File: src/rtl/address_lookup.sv
// Read-side lookup engine for the MAC learning table: scans entries through a
// synchronous read port and returns the egress port, or a flood indication.
module address_lookup #(
    parameter int unsigned NUM_ENTRIES = 16,
    parameter int unsigned NUM_PORTS   = 4,
    parameter int unsigned IDX_W       = $clog2(NUM_ENTRIES),
    parameter int unsigned PORT_W      = $clog2(NUM_PORTS)
) (
    input  logic              clk,
    input  logic              rst,
    input  logic              req_valid,
    output logic              req_ready,
    input  logic [47:0]       req_mac,
    output logic              rd_en,
    output logic [IDX_W-1:0]  rd_index,
    input  logic              rd_used,
    input  logic [47:0]       rd_mac,
    input  logic [PORT_W-1:0] rd_port,
    output logic              rsp_valid,
    input  logic              rsp_ready,
    output logic              rsp_hit,
    output logic              rsp_flood,
    output logic [PORT_W-1:0] rsp_port,
    output logic [IDX_W-1:0]  rsp_index,
    output logic              hit_inc_valid,
    output logic [IDX_W-1:0]  hit_inc_index
);

    localparam int unsigned     CNT_W    = IDX_W + 1;
    localparam logic [CNT_W-1:0] CNT_LAST = CNT_W'(NUM_ENTRIES - 1);
    localparam logic [IDX_W-1:0] IDX_LAST = IDX_W'(NUM_ENTRIES - 1);

    typedef enum logic [1:0] {IDLE, SCAN, RESP} state_e;

    state_e              state_q, state_d;
    logic [47:0]         mac_q, mac_d;
    logic                req_ready_q, req_ready_d;
    logic                rd_en_q, rd_en_d;
    logic [CNT_W-1:0]    rd_cnt_q, rd_cnt_d;
    logic                cmp_vld_q, cmp_vld_d;
    logic [IDX_W-1:0]    cmp_idx_q, cmp_idx_d;
    logic                rsp_valid_q, rsp_valid_d;
    logic                rsp_hit_q, rsp_hit_d;
    logic                rsp_flood_q, rsp_flood_d;
    logic [PORT_W-1:0]   rsp_port_q, rsp_port_d;
    logic [IDX_W-1:0]    rsp_index_q, rsp_index_d;
    logic                hit_inc_valid_q, hit_inc_valid_d;
    logic [IDX_W-1:0]    hit_inc_index_q, hit_inc_index_d;
    logic                match_c;

    // Read data returned this cycle belongs to the read issued last cycle.
    assign match_c = cmp_vld_q && rd_used && (rd_mac == mac_q);

    always_ff @(posedge clk) begin
        if (rst) begin
            state_q         <= IDLE;
            mac_q           <= 48'd0;
            req_ready_q     <= 1'b1;
            rd_en_q         <= 1'b0;
            rd_cnt_q        <= '0;
            cmp_vld_q       <= 1'b0;
            cmp_idx_q       <= '0;
            rsp_valid_q     <= 1'b0;
            rsp_hit_q       <= 1'b0;
            rsp_flood_q     <= 1'b0;
            rsp_port_q      <= '0;
            rsp_index_q     <= '0;
            hit_inc_valid_q <= 1'b0;
            hit_inc_index_q <= '0;
        end else begin
            state_q         <= state_d;
            mac_q           <= mac_d;
            req_ready_q     <= req_ready_d;
            rd_en_q         <= rd_en_d;
            rd_cnt_q        <= rd_cnt_d;
            cmp_vld_q       <= cmp_vld_d;
            cmp_idx_q       <= cmp_idx_d;
            rsp_valid_q     <= rsp_valid_d;
            rsp_hit_q       <= rsp_hit_d;
            rsp_flood_q     <= rsp_flood_d;
            rsp_port_q      <= rsp_port_d;
            rsp_index_q     <= rsp_index_d;
            hit_inc_valid_q <= hit_inc_valid_d;
            hit_inc_index_q <= hit_inc_index_d;
        end
    end

    always_comb begin
        state_d         = state_q;
        mac_d           = mac_q;
        req_ready_d     = req_ready_q;
        rd_en_d         = rd_en_q;
        rd_cnt_d        = rd_cnt_q;
        cmp_vld_d       = cmp_vld_q;
        cmp_idx_d       = cmp_idx_q;
        rsp_valid_d     = rsp_valid_q;
        rsp_hit_d       = rsp_hit_q;
        rsp_flood_d     = rsp_flood_q;
        rsp_port_d      = rsp_port_q;
        rsp_index_d     = rsp_index_q;
        hit_inc_valid_d = 1'b0;
        hit_inc_index_d = hit_inc_index_q;

        case (state_q)
            IDLE: begin
                if (req_valid && req_ready_q) begin
                    mac_d       = req_mac;
                    req_ready_d = 1'b0;
                    if (req_mac[40]) begin
                        state_d     = RESP;
                        rsp_valid_d = 1'b1;
                        rsp_hit_d   = 1'b0;
                        rsp_flood_d = 1'b1;
                        rsp_port_d  = '0;
                        rsp_index_d = '0;
                    end else begin
                        state_d   = SCAN;
                        rd_en_d   = 1'b1;
                        rd_cnt_d  = '0;
                        cmp_vld_d = 1'b0;
                    end
                end
            end
            SCAN: begin
                cmp_vld_d = rd_en_q;
                cmp_idx_d = rd_cnt_q[IDX_W-1:0];
                // Index counter saturates at the last entry instead of wrapping.
                if (rd_en_q) begin
                    if (rd_cnt_q == CNT_LAST) begin
                        rd_en_d = 1'b0;
                    end else begin
                        rd_cnt_d = rd_cnt_q + CNT_W'(1);
                    end
                end
                if (match_c) begin
                    state_d         = RESP;
                    rd_en_d         = 1'b0;
                    rd_cnt_d        = rd_cnt_q;
                    cmp_vld_d       = 1'b0;
                    rsp_valid_d     = 1'b1;
                    rsp_hit_d       = 1'b1;
                    rsp_flood_d     = 1'b0;
                    rsp_port_d      = rd_port;
                    rsp_index_d     = cmp_idx_q;
                    hit_inc_valid_d = 1'b1;
                    hit_inc_index_d = cmp_idx_q;
                end else if (cmp_vld_q && (cmp_idx_q == IDX_LAST)) begin
                    state_d     = RESP;
                    rd_en_d     = 1'b0;
                    cmp_vld_d   = 1'b0;
                    rsp_valid_d = 1'b1;
                    rsp_hit_d   = 1'b0;
                    rsp_flood_d = 1'b1;
                    rsp_port_d  = '0;
                    rsp_index_d = '0;
                end
            end
            RESP: begin
                if (rsp_ready) begin
                    state_d     = IDLE;
                    req_ready_d = 1'b1;
                    rsp_valid_d = 1'b0;
                    rsp_hit_d   = 1'b0;
                    rsp_flood_d = 1'b0;
                    rsp_port_d  = '0;
                    rsp_index_d = '0;
                end
            end
            default: begin
                state_d = IDLE;
            end
        endcase
    end

    assign req_ready     = req_ready_q;
    assign rd_en         = rd_en_q;
    assign rd_index      = rd_cnt_q[IDX_W-1:0];
    assign rsp_valid     = rsp_valid_q;
    assign rsp_hit       = rsp_hit_q;
    assign rsp_flood     = rsp_flood_q;
    assign rsp_port      = rsp_port_q;
    assign rsp_index     = rsp_index_q;
    assign hit_inc_valid = hit_inc_valid_q;
    assign hit_inc_index = hit_inc_index_q;

endmodule

File: config.mk
export PLATFORM = sky130hd
export DESIGN_NAME = address_lookup
export DESIGN_NICKNAME = d
export VERILOG_FILES = /design/src/rtl/address_lookup.sv
export SDC_FILE = /design/constraint.sdc
export NUM_CORES = 1
export LEC_CHECK = 0
export CORE_MARGIN = 4
export CORE_UTILIZATION = 41
export DETAILED_ROUTE_END_ITERATION = 8
export GPL_TIMING_DRIVEN = 0
export PLACE_DENSITY_LB_ADDON = 0.15
export SETUP_SLACK_MARGIN = 0.1
export SYNTH_ARGS = -nofsm -noshare
export SYNTH_HDL_FRONTEND = slang
export SYNTH_SLANG_ARGS = --single-unit
File: constraint.sdc
create_clock -name clk -period 2 [get_ports clk]
set_input_delay 0.2 -clock clk [delete_from_list [all_inputs] [get_ports clk]]
set_output_delay 0.2 -clock clk [all_outputs]
set_load 0.005 [all_outputs]
* Yosys cells after proc, flatten, opt, wreduce, memory -nomap -nowiden
Index checks and enable logic that the tools add are counted.
** Storage, ports and cells
- Flip-flop bits (word level) :: 76
- Input port bits :: 103
- Output and inout port bits :: 20
- Logic and storage cells :: 97
** Operators by class
- $add $sub $neg :: 1
- Equality and inequality tests :: 13
- Muxes and demuxes :: 52
- Bitwise logic cells :: 1
- Reduce and logical (&&, ||, !) cells :: 16
** Operators by type and width (number)
- 48-bit == test :: 1
- 5-bit 2-to-1 mux :: 5
- 1-bit 2-to-1 mux :: 23
- 4-bit 2-to-1 mux :: 5
- 2-bit 2-to-1 mux :: 9
- 2-bit != test (second input constant) :: 7
- 2-bit one-hot mux with 3 select lines :: 2
- 4-bit one-hot mux with 3 select lines :: 1
- 5-bit one-hot mux with 2 select lines :: 1
- 1-bit one-hot mux with 3 select lines :: 3
- 3-bit AND reduction :: 3
- 1-bit one-hot mux with 2 select lines :: 3
- 6-bit AND reduction :: 1
- 5-bit by 1-bit adder with 5-bit output (second input constant) :: 1
- 5-bit by 4-bit == test with 1-bit output (second input constant) :: 1
- 5-bit AND reduction :: 1
- 4-bit == test (second input constant) :: 1
- 1-bit logical AND :: 4
- 2-bit AND reduction :: 2
- 2-bit nonzero test :: 2
- 3-bit != test (second input constant) :: 1
- 3-bit nonzero test :: 1
- 2-bit by 1-bit == test with 1-bit output (second input constant) :: 1
- 2-bit == test (second input constant) :: 1
- other kinds (3) :: 3

* Longest topological paths before layout
- Depth in word-level cells :: 6
- Mapped depth :: 8
- Gate-level depth less buffers :: 8

* Worst setup path before layout
OpenSTA, ideal clock, no wires.
- Path kind :: reg-to-reg
- Start point :: register mac_q[40]
- End point :: register rd_cnt_q[0]
- Data arrival time :: 1877 ps
- Path slack :: 3 ps
- Stages on the path, launching flop included :: 7
- Path buffers :: 0
- Period minus slack after synthesis :: 1997 ps
- Cell sequence :: dfxtp_1 > xor2_1 > or4b_4 > nor4_4 > nand4_4 > nand2_1 > mux2_2
** Between the ends
- Longest elaborated chain between the ends :: 4
** RTL lines
- from (decl) :: RTL line 36 : logic [47:0] mac_q, mac_d;
- from (signal assigned) :: RTL line 72 : mac_q <= mac_d;
- 48-bit == test :: RTL line 52 : assign match_c = cmp_vld_q && rd_used && (rd_mac == mac_q);
- 1-bit logical AND :: RTL line 52
- 2-bit != test (no source line)
- 6-bit AND reduction (no source line)
- to (signal assigned) :: RTL line 75 : rd_cnt_q <= rd_cnt_d;
- to (decl) :: RTL line 39 : logic [CNT_W-1:0] rd_cnt_q, rd_cnt_d;
No other way between the ends.
A chain may end at the register's enable or synchronous reset.

* Worst setup path in the final report
Same ends and word-level chain as after synthesis.

==> results.md <==
Run status:
- The flow ran to the end, but the final reports show violations.
- The final reports fail on setup timing.

STA:
- Timing would allow up to 493.1 MHz.
- The worst setup margin is -27.90 ps.
- Setup repair after global routing could not meet its margin everywhere.
- The measured slew at the worst slew-check pin is 562.8 ps.
- The final period demand of the worst path is 2028 ps.
- The number of pins with negative max-slew slack in the final report is 0.
- Setup violations remaining at the end of the flow were counted as 8.
- The final cycle utilization of the critical path is 1.014.
- Between clock sinks in the finished design, the worst skew comes to 10.39 ps.
- The post-route setup TNS is -134.2 ps.
- The worst slack on hold paths is 388.1 ps.
- The number of endpoints with negative hold slack in the final report is 0.
- Measured against its own limit, the worst slew margin works out to 0.6248.

Yosys:
- The Yosys step of the flow raised 0 warnings.
- Of all flip-flops after synthesis, the portion carrying an async set or reset was 0.
- The per-instance average area after synthesis is 8.191 um2.
- The largest total area in the synthesized netlist belongs to sky130_fd_sc_hd__dfxtp_1.
- The sequential share of the synthesized area is 0.4300.
- Counting every net in the synthesized netlist gives 537.
- Synthesis handed over a netlist of 432 instances.
- Counting flops and latches in the post-synthesis netlist gives 76.
- The cell area after synthesis is 3538 um2.
- After synthesis, the cell types taking the most area are sky130_fd_sc_hd__dfxtp_1 43%, sky130_fd_sc_hd__nand2_1 13%, sky130_fd_sc_hd__xor2_1 12%.
- In the synthesized netlist the dominant register cell turns out to be sky130_fd_sc_hd__dfxtp_1.
- The number of library cell types mapped by synthesis is 49.
- Of the post-synthesis cell area, the dominant cell type holds 0.4300.
- The number of flops mapped to enable cells by yosys is 0.

Place:
- After detailed placement, the design holds a cell count of 658.
- Summing all placed instances gives a cell area of 4892 um2.
- The placer congestion estimate is 0.8836.
- Before CTS, the worst setup slack after placement is -490.3 ps.
- The count of buffers added on input and output ports is 121.
- Detailed placement ended at an HPWL of 8466 um.

Worst setup path:
- The worst setup path is launched from a flip-flop.
- The endpoint kind of the worst setup timing path is a flip-flop.
- The worst setup path is of the reg -> reg kind.
- The arrival time at the worst endpoint is 2270 ps.
- Along the worst path, the maximum fanout reaches 5.
- The required arrival time at the worst endpoint is 2250 ps.
- In this run the register-to-register setup slack is -30 ps.

Layout:
- The number of nets in the finished design is 675.
- The utilization of the core after routing is 0.6401.
- The antenna diode count is 0.
- The most common library cell in the layout ignoring fill and taps is sky130_fd_sc_hd__clkdlybuf4s50_1.
- In the layout the commonest cells are 120 x sky130_fd_sc_hd__clkdlybuf4s50_1, 112 x sky130_fd_sc_hd__nand2_1, 74 x sky130_fd_sc_hd__dfxtp_1.
- The area of all placed cells without fillers is 5313 um2.
- The filler cells instantiated in the layout total 737.
- Of the cells placed in the final design, the portion with a size suffix greater than 1 is 0.1113.
- The area added between synthesis and finish is 50.14%.
- The number of standard cells in the final layout excluding fillers is 680.

CTS:
- In this run, post-CTS hold repair placed 0 buffers.
- Clock latency on the worst-skew pair, taken at its later pin, is 350 ps.
- In this run the deepest clock path goes through 2 buffers.
- TritonCTS built the clock tree.
- The number of CTS-inserted buffers is 9.
- The number of clock sinks seen by CTS is 76.
- The CTS root buffer is sky130_fd_sc_hd__clkbuf_8.
- The clock-pin slew reported for the worst setup and hold paths after clock tree synthesis is 80 ps.
- CTS built an H-tree with a depth of 3.

Power and ir drop:
- The leakage power total is 2.118 nW.
- The total chip power is 3.880 mW.
- Dividing total power by cell area gives a power density of 730.4 nW/um2.
- The worst-case IR drop observed on VDD is 0.4367 mV.

Global routing:
- For this run, the total global-route usage over all layers was measured as 0.2086.
- Global routing finished with a remaining overflow of 0.
- Entering global routing, the biggest net connects 14 pins.
- The number of antenna violations at the first check in global routing is 0.
- The via count of the first global-routing pass is 3492.
- The first global-routing pass estimated 16660 um of wire.

Routing:
- Dividing the detail-routed via count by the number of cells gives 5.175.
- The number of detailed-route iterations in the first pass is 5.
- The via count of the routed design is 3519.
- The final wirelength is 10740 um.
- The post-detailed-route count of antenna-violating nets is 0.
- The post-route DRC violation count is 0.
- For this block, the initial DRC count from the detailed router was 140.
- The wire length per cell is 15.79 um.

Floorplan:
- The initial utilization of the core area, before any placement, comes to 0.4264.
- In this run the core area contains 33 standard-cell rows.
- The total area inside the core boundary comes to 8299 um2.
- The die boundary height is 100.9 um.
- The count of boundary I/O pins is 123.
- The die covers 10180 um2.
- The die width is 100.9 um.

Worst hold path:
- The tightest min-delay check is of the in -> reg type.

Run:
- Max-cap violations in this run came to 0.
## power breakdown
group,switching [mW],internal (mW),total [mW]
Clock,0.581,0.832,1.41
Sequential,0.0661,1.61,1.68
Combinational,0.405,0.385,0.791
## per-layer routing
layer,share of wire,GRT usage
met3,0.067,0.05398
met2,0.50,0.3600
met4,0.022,0.06033
met1,0.42,0.2554
met5,0,0
## cell type report
cell class | instances | area [um2] | share of cell area
clock buffer | 10 | 127.6 | 0.02402
timing repair buffer | 127 | 1275 | 0.2400
tap | 105 | 131.4 | 0.02473
buffer | 26 | 128.9 | 0.02426
sequential | 76 | 1524 | 0.2869
multi-input combinational | 326 | 1998 | 0.3761
clock inverter | 6 | 112.6 | 0.02120
inverter | 4 | 15.01 | 0.002826
## path summary, 6_finish.rpt
check            start     endpoint  cells past startpoint
max          mac_q[40]  rd_cnt_q[0]                      6
max reg2reg  mac_q[40]  rd_cnt_q[0]                      6
min                rst  rd_cnt_q[0]                      3
min reg2reg    rsp_hit      rsp_hit                      1
## cells in the mapped netlist, types with 2 or more instances
cell type                    n
sky130_fd_sc_hd__a41o_1      2
sky130_fd_sc_hd__a22o_1      7
sky130_fd_sc_hd__buf_1       2
sky130_fd_sc_hd__nand2b_1    2
sky130_fd_sc_hd__inv_1       4
sky130_fd_sc_hd__nand4_1     3
sky130_fd_sc_hd__ha_1        2
sky130_fd_sc_hd__nor2b_1     3
sky130_fd_sc_hd__dfxtp_1    76
sky130_fd_sc_hd__xor2_1     47
sky130_fd_sc_hd__o21ai_0     4
sky130_fd_sc_hd__nor4_1     21
sky130_fd_sc_hd__mux2_2      2
sky130_fd_sc_hd__nor3b_1     2
sky130_fd_sc_hd__a21oi_1    61
sky130_fd_sc_hd__and4_1      3
sky130_fd_sc_hd__nor2_1      7
sky130_fd_sc_hd__nand3b_1    2
sky130_fd_sc_hd__nand3_1     5
sky130_fd_sc_hd__buf_4       4
sky130_fd_sc_hd__and3_1      3
sky130_fd_sc_hd__nand2_1   120
sky130_fd_sc_hd__nor3_1      7
sky130_fd_sc_hd__clkbuf_1   18
## logic make-up (layout without fill, tap and decap cells)
family	count (synthesis)	after routing	synth area share
buf+inv	30	173	0.03854
fa+ha+maj	2	2	0.007071
simple gates	189	189	0.2592
mux	3	3	0.009193
compound gates	84	84	0.1372
xor+xnor	48	48	0.1188
flops	76	76	0.4300
## sequential cells by signal, summed over array words and instances (netlist names), 2 cells and up
| signal | flops |
|---|---|
| hit_inc_index | 4 |
| cmp_idx_q | 4 |
| state_q | 2 |
| rsp_port | 2 |
| rd_cnt_q | 5 |
| rsp_index | 4 |
| mac_q | 48 |
## critical path: stages (launching register included)
cell	delay [ps]
sky130_fd_sc_hd__dfxtp_2	330
sky130_fd_sc_hd__xor2_2	150
sky130_fd_sc_hd__or4b_4	560
sky130_fd_sc_hd__nor4_4	220
sky130_fd_sc_hd__nand4_4	230
sky130_fd_sc_hd__nand2_4	140
sky130_fd_sc_hd__mux2_4	300
## what timing repair did
action	in CTS	in global routing
gates cloned	0	0
pin swaps	5	15
endpoints found under the setup margin	50	53
buffers inserted	3	3
resized for setup	12	27
Power figures use the tool's default switching activity.
